**src/rtl/fifo_stream_reader.sv**
```systemverilog
// Read-side controller for a synchronous FIFO: issues read enables and turns the
// FIFO's 1-cycle registered read data into a valid/ready stream with a 2-entry buffer.
module fifo_stream_reader #(
  parameter int DATA_WIDTH = 8,
  parameter int CNT_WIDTH  = 16
) (
  input  logic                  clk,
  input  logic                  rst,
  input  logic                  en,
  input  logic                  fifo_empty,
  input  logic [DATA_WIDTH-1:0] fifo_data,
  output logic                  fifo_r_en,
  output logic                  m_valid,
  input  logic                  m_ready,
  output logic [DATA_WIDTH-1:0] m_data,
  input  logic                  cnt_clr,
  output logic [CNT_WIDTH-1:0]  word_cnt,
  output logic                  idle
);

  typedef enum logic [1:0] {
    EMPTY = 2'd0,
    ONE   = 2'd1,
    TWO   = 2'd2
  } occ_t;

  occ_t                  occ;
  logic                  inflight;
  logic [DATA_WIDTH-1:0] tail;
  logic                  pop;
  logic [2:0]            credit_used;

  // Handshake: a word transfers only when m_valid & m_ready at a posedge;
  // while m_valid & !m_ready the producer holds m_valid and m_data unchanged.
  assign pop = m_valid & m_ready;

  // Buffer slots committed after this edge: held words plus the word in flight,
  // minus the one leaving. A new read is issued only if a slot stays free.
  assign credit_used = 3'(occ) + {2'b00, inflight} - {2'b00, pop};
  assign fifo_r_en   = !rst & en & !fifo_empty & (credit_used < 3'd2);

  assign idle = (occ == EMPTY) & !inflight;

  always_ff @(posedge clk) begin
    if (rst) begin
      occ      <= EMPTY;
      inflight <= 1'b0;
      m_valid  <= 1'b0;
      m_data   <= '0;
      tail     <= '0;
      word_cnt <= '0;
    end else begin
      inflight <= fifo_r_en;

      // m_data is the head entry; tail holds the second word when two are buffered.
      case (occ)
        EMPTY: begin
          if (inflight) begin
            occ     <= ONE;
            m_valid <= 1'b1;
            m_data  <= fifo_data;
          end
        end
        ONE: begin
          if (inflight && !pop) begin
            occ  <= TWO;
            tail <= fifo_data;
          end else if (inflight && pop) begin
            m_data <= fifo_data;
          end else if (pop) begin
            occ     <= EMPTY;
            m_valid <= 1'b0;
          end
        end
        TWO: begin
          // The credit rule guarantees no capture can arrive while full.
          if (pop) begin
            occ    <= ONE;
            m_data <= tail;
          end
        end
        default: begin
          occ     <= EMPTY;
          m_valid <= 1'b0;
        end
      endcase

      if (cnt_clr) begin
        word_cnt <= pop ? CNT_WIDTH'(1) : '0;
      end else if (pop) begin
        word_cnt <= word_cnt + CNT_WIDTH'(1);
      end
    end
  end

endmodule
```
**config.mk**
```make
export PLATFORM = sky130hd
export DESIGN_NAME = fifo_stream_reader
export DESIGN_NICKNAME = d
export VERILOG_FILES = /design/src/rtl/fifo_stream_reader.sv
export SDC_FILE = /design/constraint.sdc
export NUM_CORES = 1
export LEC_CHECK = 0
export CAP_MARGIN = 10
export CORE_MARGIN = 5
export CORE_UTILIZATION = 42
export CTS_BUF_LIST = sky130_fd_sc_hd__clkbuf_16
export DETAILED_ROUTE_END_ITERATION = 8
export GPL_ROUTABILITY_DRIVEN = 0
export HOLD_SLACK_MARGIN = 0.12
export PLACE_DENSITY = 0.8
export SLEW_MARGIN = 10
export SYNTH_ARGS = -nofsm -noshare
export SYNTH_HDL_FRONTEND = slang
export SYNTH_SLANG_ARGS = --single-unit
export TNS_END_PERCENT = 20
```
**constraint.sdc**
```tcl
create_clock -name clk -period 2.5 [get_ports clk]
set_clock_uncertainty 0.05 [all_clocks]
set_input_delay 0.5 -clock clk [delete_from_list [all_inputs] [get_ports clk]]
set_output_delay 0.5 -clock clk [all_outputs]
set_load 0.02 [all_outputs]
```
==> implementation parameters, run 1 <==
Parameter                              Value

Outcome
  Result of the run ... finished with violations
  Violated checks ... negative setup slack

Yosys
  Synthesized netlist net count ... 204
  Arithmetic-cell share of the synthesized area counting full adders, half adders and majority gates ... 0.0339
  Number of enable-type register cells in the synthesized netlist ... 0
  Count of yosys warnings during synthesis ... 0
  Synth Area in Simple Gates ... 0.251
  Largest family of logic cells by synthesized area ... simple AND/OR/NAND/NOR gates
  Fraction of registers with async set/reset ... 0
  Xor/xnor share of the synthesized area ... 0.0567
  Predominant post-synthesis flop cell ... sky130_fd_sc_hd__dfxtp_1
  Cell count after synthesis ... between 150 and 200
  Post-synthesis register bit count ... 36
  Share of the yosys chip area belonging to registers ... 0.424
  Mux cell area share after synthesis ... 0.0943
  Count of distinct cell types in the synthesized netlist ... 40
  Synthesized area divided by synthesized cell count ... 9.13 µm²
  Fraction of the mapped netlist area in compound gates ... 0.100
  Summed instance area of the synthesized netlist ... between 1500 and 2000 µm²

Global route
  Wire length of the first global-routing pass ... 6490 µm
  Combined global-route utilization of all metal layers ... 0.157
  Remaining Overflow, GRT ... 0
  Initial antenna violation count ... 0
  Pin count of the biggest net entering global routing ... 24
  Via count of the first global-routing pass ... 1414

STA
  Worst path setup slack after routing ... -0.0257 ns
  Highest achievable clock rate ... 0.396 GHz
  Max Transition Viols Final ... 0
  Sum Neg Setup Slack ... -0.0257 ns
  Final setup violating endpoints ... 1
  Final critical-path share of the clock period ... 1.01
  Endpoints failing hold ... 0
  Unrepaired setup endpoints after global routing ... true
  Worst slew margin relative to its limit ... 0.788
  Worst slew pin tran ... 0.315 ns
  Crit path time final ... 2.53 ns

Place
  Detailed Place HPWL ... 2810 µm
  DP Cell Count ... 279
  Setup slack after placement ... -0.990 ns
  Number of input and output port buffers inserted ... 40

Detailed routing
  Via Count ... roughly 1500
  Number of antenna-violating nets in the routed design ... 0
  Total wirelength of the detailed-routed design ... 4000 µm
  Remaining routing DRC violations ... 0
  Vias per std cell ... 5.27
  First-pass DRT Iterations ... 4
  Routed wirelength normalized by instance count ... 14.0 µm
  Count of routing violations after the opening detailed-route iteration ... around 190

Clock tree
  Clock transition time at the flip-flop clock pins of the worst setup and hold paths ... ~0.05 ns
  Clock latency reported for the late side of the worst-skew pair ... approximately 0.27 ns
  Clock tree root buffer cell ... sky130_fd_sc_hd__clkbuf_16
  Max clock buf depth ... 2
  Cts bufs inserted ... 5
  CTS Hold Buffers Added ... 0
  Number of clock sinks seen by CTS ... 36
  Clock tree from TritonCTS ... done
  CTS H-tree lvls ... 2

Setup path
  Critical Path Fanout Max ... 2
  Worst EP required ... 1.95 ns
  Critical path arrival ... 1.98 ns
  Setup CP Type ... flip-flop to primary output
  Setup slack on the worst flop-to-flop path ... 0.66 ns
  Startpoint kind of the worst setup timing path ... flip-flop
  Category of the worst setup path capture point ... primary output

Power and ir drop
  P per Cell Area ... 561 nW/µm²
  Largest voltage drop on the vdd net ... approximately 0.38 mV
  Leakage dissipation ... 0.947 nW
  Sum of internal, switching and leakage power ... 0.00135 W

Final layout
  Number of diodes ... 0
  Share of the core filled with cells in the final layout ... 0.605
  Cell Count, Final, Fillers Out ... about 290
  Area used by sequential logic in the layout ... 722 µm²
  Multi-input gate area in the final layout ... just under 1000 µm²
  Ratio of cells with drive above 1 in the final layout ... 0.153
  Layout fillers ... 363
  Total number of nets in the final design ... 254
  Most frequent standard cell in the layout excluding fill and tap cells ... sky130_fd_sc_hd__clkdlybuf4s50_1
  Layout overhead on the synthesized area ... 41.6%
  Most frequent cells in the layout ... 38 x sky130_fd_sc_hd__clkdlybuf4s50_1, 35 x sky130_fd_sc_hd__dfxtp_1, 22 x sky130_fd_sc_hd__nor2_1

Flow run
  MaxCap Viol Count ... 0

Floorplan
  Standard cell core area ... 3970 µm²
  Die Area ... between 5000 and 6000 µm²
  Placement row count ... 23
  Die Y-Extent ... 73.6 µm
  Effective utilization at floorplan ... 0.428
  # IOs ... between 40 and 50
  Die boundary width ... 73.6 µm

Worst hold path
  Hold Path Class ... flip-flop to flip-flop
## timing repair
item,in CTS,in global routing
buffers inserted,0,0
resized for setup,16,1
pin swaps,7,2
hold endpoints to repair,0,0
setup endpoints to repair,1,1
## sequential cells by signal, summed over array words and instances (netlist names)
register and count:
word_cnt 16, m_valid 1, m_data 8, tail 8, occ 2, inflight 1
## through the flow
step	cell area, µm²	hold WS, ns
2_1_floorplan	1710	0.413
3_3_place_gp	2240	0.420
3_5_place_dp	2240	0.436
4_1_cts	2400	0.445
5_1_grt	2400	0.483
6_report	2400	0.443
## worst paths after layout
kind	from	endpoint	cells past startpoint
max	m_valid	fifo_r_en	8
min	word_cnt[15]	word_cnt[15]	2
max reg2reg	word_cnt[1]	word_cnt[12]	5
min reg2reg	word_cnt[15]	word_cnt[15]	2
## synth_stat cells, drive strengths merged, types with 2 or more instances
master  number  area (µm²)
o211ai       2        15.0
clkbuf       4        15.0
nand2b       2        12.5
or2          2        12.5
or4          2        15.0
o21ai        3        15.0
or3          6        42.5
ha           3        37.5
nor4         6        37.5
buf          6        32.5
nand3        7        47.6
a21oi        6        30.0
mux2i       16         160
and3         2        12.5
nand4        3        25.0
xor2         4        35.0
nor3        10        50.1
xnor2        7        61.3
inv          5        18.8
dfxtp       36         721
a211oi       9        67.6
nand2       11        41.3
nor2        23        93.8
nand3b       2        15.0
## where the power goes
part	switching [W]	leakage [nW]	total, W	internal (W)
sequential	0.00000950	0.292	0.000600	0.000590
combinational	0.0000920	0.584	0.000184	0.0000921
clock	0.000208	0.0709	0.000565	0.000357
total	0.000310	0.947	0.00135	0.00104
## worst max-delay path: stages (launching register included)
cell                      delay [ns]
sky130_fd_sc_hd__dfxtp_2        0.32
sky130_fd_sc_hd__and2_4         0.15
sky130_fd_sc_hd__inv_4          0.04
sky130_fd_sc_hd__ha_4           0.25
sky130_fd_sc_hd__nand2_2        0.04
sky130_fd_sc_hd__fa_2           0.35
sky130_fd_sc_hd__xor2_2         0.17
sky130_fd_sc_hd__nor4_4         0.20
sky130_fd_sc_hd__buf_4          0.17
## cell type report
class	count	share of cell area
Clock inverter	2	0.00364
Multi-Input combinational cell	135	0.400
Sequential cell	36	0.300
Inverter	5	0.00885
Timing Repair Buffer	53	0.209
Tap cell	50	0.0260
Clock buffer	5	0.0521
## layer usage
| layer | GRT usage | share of wire | vias to the layer above |
|---|---|---|---|
| met5 | 0 | 0 | - |
| met4 | 0.0744 | 0.020 | 0 |
| met3 | 0.0410 | 0.043 | 6 |
| met2 | 0.261 | 0.52 | 24 |
| met1 | 0.187 | 0.42 | 713 |
| li1 | - | - | 763 |
## cell families after synthesis
kind of cell | Yosys count
simple gates | 79
fa+ha+maj | 4
compound gates | 25
flops | 36
xor+xnor | 11
mux | 16
buf+inv | 15
Power figures use the tool's default switching activity.
==> run 2: changes to the inputs <==
CTS_BUF_LIST = unset   (was sky130_fd_sc_hd__clkbuf_16)
CTS_CLUSTER_SIZE = 25   (was unset)
==> implementation parameters, run 2 (synthesis results as in run 1) <==
Parameter                              Value

Power and ir drop
  Internal power of the cells ... 0.000870 W
  Largest voltage drop on the vdd net ... 0.334 mV
  Sw Ratio ... 0.248
  Logic gate share of total power ... 0.159
  Leakage dissipation ... 0.917 nW
  Net switching power of the design ... 0.000287 W
  Share of total power in the clock network ... 0.324
  P per Cell Area ... about 500 nW/µm²
  Fraction of power consumed by sequential logic ... 0.517

Clock tree
  Clock tree root buffer cell ... sky130_fd_sc_hd__clkbuf_8
  CTS H-tree lvls ... 2
  Max clock buf depth ... 2
  CTS Hold Buffers Added ... 0
  Clock latency reported for the late side of the worst-skew pair ... between 0.2 and 0.3 ns
  Cts bufs inserted ... 5
  Clock transition time at the flip-flop clock pins of the worst setup and hold paths ... 0.06 ns
  Post-CTS setup-driven buffer insertion count ... 0
  Clock tree from TritonCTS ... done
  Number of clock sinks seen by CTS ... 36

Floorplan
  Die boundary width ... 73.6 µm
  Die Y-Extent ... 73.6 µm
  Standard cell core area ... 3970 µm²
  Die Area ... 5410 µm²
  Effective utilization at floorplan ... 0.428
  Placement row count ... 23
  # IOs ... 41

Outcome
  Result of the run ... finished with violations
  Violated checks ... negative setup slack

Setup path
  Logic depth of the worst register-to-register path ... 8
  Critical Path Fanout Max ... 2
  Startpoint kind of the worst setup timing path ... flip-flop
  Setup slack on the worst flop-to-flop path ... 0.70 ns
  Critical path arrival ... 1.98 ns
  Worst EP required ... slightly below 2 ns
  Critical register-to-register path startpoint ... m_valid
  Setup CP Type ... flip-flop to primary output
  Endpoint of the worst register-to-register path ... m_data[3]
  CP endpoint ... fifo_r_en
  Beginning of the critical path ... m_valid
  Category of the worst setup path capture point ... primary output

STA
  Highest achievable clock rate ... 0.395 GHz
  Worst path setup slack after routing ... -0.0341 ns
  Worst slew pin tran ... 0.315 ns
  Crit path time final ... 2.53 ns
  Max Transition Viols Final ... 0
  Worst slew margin relative to its limit ... 0.788
  Final critical-path share of the clock period ... 1.01
  Final setup violating endpoints ... 1
  Endpoints failing hold ... 0
  Hold_ws ... 0.444 ns
  Unrepaired setup endpoints after global routing ... true

Final layout
  Most frequent standard cell in the layout excluding fill and tap cells ... sky130_fd_sc_hd__clkdlybuf4s50_1
  Cell Count, Final, Fillers Out ... 286
  Layout fillers ... 369
  Post-layout instance area ... about 2300 µm²
  Total number of nets in the final design ... 254
  Ratio of cells with drive above 1 in the final layout ... 0.153
  Most flops, register ... word_cnt
  Largest registers ranked by flip-flop count ... word_cnt x16, m_data x8, tail x8
  Most frequent cells in the layout ... 38 x sky130_fd_sc_hd__clkdlybuf4s50_1, 35 x sky130_fd_sc_hd__dfxtp_1, 22 x sky130_fd_sc_hd__nor2_1
  Layout overhead on the synthesized area ... 38.2%
  Number of diodes ... 0
  Largest register FFs ... 16

Place
  DP Cell Count ... 279
  Number of input and output port buffers inserted ... 40
  Placed Area ... between 2000 and 2500 µm²
  Detailed Place HPWL ... 2810 µm

Global route
  Combined global-route utilization of all metal layers ... 0.152
  Via count of the first global-routing pass ... 1397
  Pin count of the biggest net entering global routing ... 24
  Wire length of the first global-routing pass ... around 6400 µm
  Remaining Overflow, GRT ... 0
  Initial antenna violation count ... 0

Detailed routing
  Number of antenna-violating nets in the routed design ... 0
  Via Count ... 1503
  Count of routing violations after the opening detailed-route iteration ... 107
  Total wirelength of the detailed-routed design ... 3910 µm
  Routed wirelength normalized by instance count ... 13.7 µm
  First-pass DRT Iterations ... 4
  Vias per std cell ... 5.26
  Remaining routing DRC violations ... 0

Worst hold path
  Hold Path Class ... flip-flop to flip-flop

Flow run
  MaxCap Viol Count ... 0
## run 2: cell count changes in the layout (fill, tap and decap cells not counted)
| cell | previous run | this run |
|---|---|---|
| sky130_fd_sc_hd__inv_1 | 5 | 4 |
| sky130_fd_sc_hd__clkbuf_1 | 0 | 1 |
| sky130_fd_sc_hd__clkbuf_8 | 0 | 5 |
| sky130_fd_sc_hd__clkbuf_16 | 5 | 0 |
## run 2: worst min-delay path by stage
stage / cells after the start / end / slack (ns) / from
final: 2 / word_cnt[15] / 0.44 / word_cnt[15]
after global placement: 2 / word_cnt[15] / 0.42 / word_cnt[15]
after CTS: 2 / word_cnt[15] / 0.45 / word_cnt[15]
after global routing: 2 / word_cnt[13] / 0.49 / word_cnt[13]
after detailed placement: 2 / word_cnt[15] / 0.44 / word_cnt[15]
after floorplan: 2 / tail[0] / 0.41 / tail[0]
## run 2: stage by stage
stage,setup TNS [ns],power [W],setup WS [ns],util
detailed placement,-0.997,0.000785,-0.990,0.564
global placement,-0.971,0.000782,-0.961,0.564
CTS,-0.129,0.00117,-0.129,0.590
floorplan,-0.117,0.000700,-0.117,-
finish,-0.0341,0.00116,-0.0341,0.591
global route,-0.130,0.00121,-0.130,0.591
## run 2: layout make-up
type	count	area, µm²	share of cell area
Clock buffer	6	72.6	0.0309
Inverter	5	21.3	0.00906
Clock inverter	1	5.00	0.00213
Sequential cell	36	722	0.308
Tap cell	50	62.6	0.0267
Multi-Input combinational cell	135	961	0.409
Timing Repair Buffer	53	503	0.214
## run 2: power groups by stage
stage / registers (W) / logic (W) / clock network (W)
2_1_floorplan: 0.000628 / 0.0000723 / 0
3_3_place_gp: 0.000610 / 0.000172 / 0
3_5_place_dp: 0.000611 / 0.000174 / 0
4_1_cts: 0.000598 / 0.000183 / 0.000391
5_1_grt: 0.000600 / 0.000199 / 0.000413
6_report: 0.000598 / 0.000184 / 0.000374
## run 2: critical path, stage by stage (launching register included)
cell and delay, ns:
sky130_fd_sc_hd__dfxtp_2 0.33, sky130_fd_sc_hd__and2_4 0.15, sky130_fd_sc_hd__inv_4 0.04, sky130_fd_sc_hd__ha_4 0.25, sky130_fd_sc_hd__nand2_2 0.04, sky130_fd_sc_hd__fa_2 0.35, sky130_fd_sc_hd__xor2_2 0.17, sky130_fd_sc_hd__nor4_4 0.20
sky130_fd_sc_hd__buf_4 0.17
## run 2: per-layer routing
layer,track usage,vias up,share of wire
li1,-,763,-
met1,0.185,714,0.42
met2,0.251,22,0.53
met3,0.0410,4,0.038
met4,0.0664,0,0.018
met5,0,-,0
## run 2: repair_timing
| action | in CTS | in global routing |
|---|---|---|
| endpoints found under the setup margin | 1 | 1 |
| pin swaps | 7 | 2 |
| resized for setup | 16 | 1 |
| hold endpoints to repair | 0 | 0 |
==> run 3: changes to the inputs <==
SKIP_LAST_GASP = 1   (was unset)
==> results of run 3 <==
No change in the layout: final DEF, timing and power equal those of run 2.
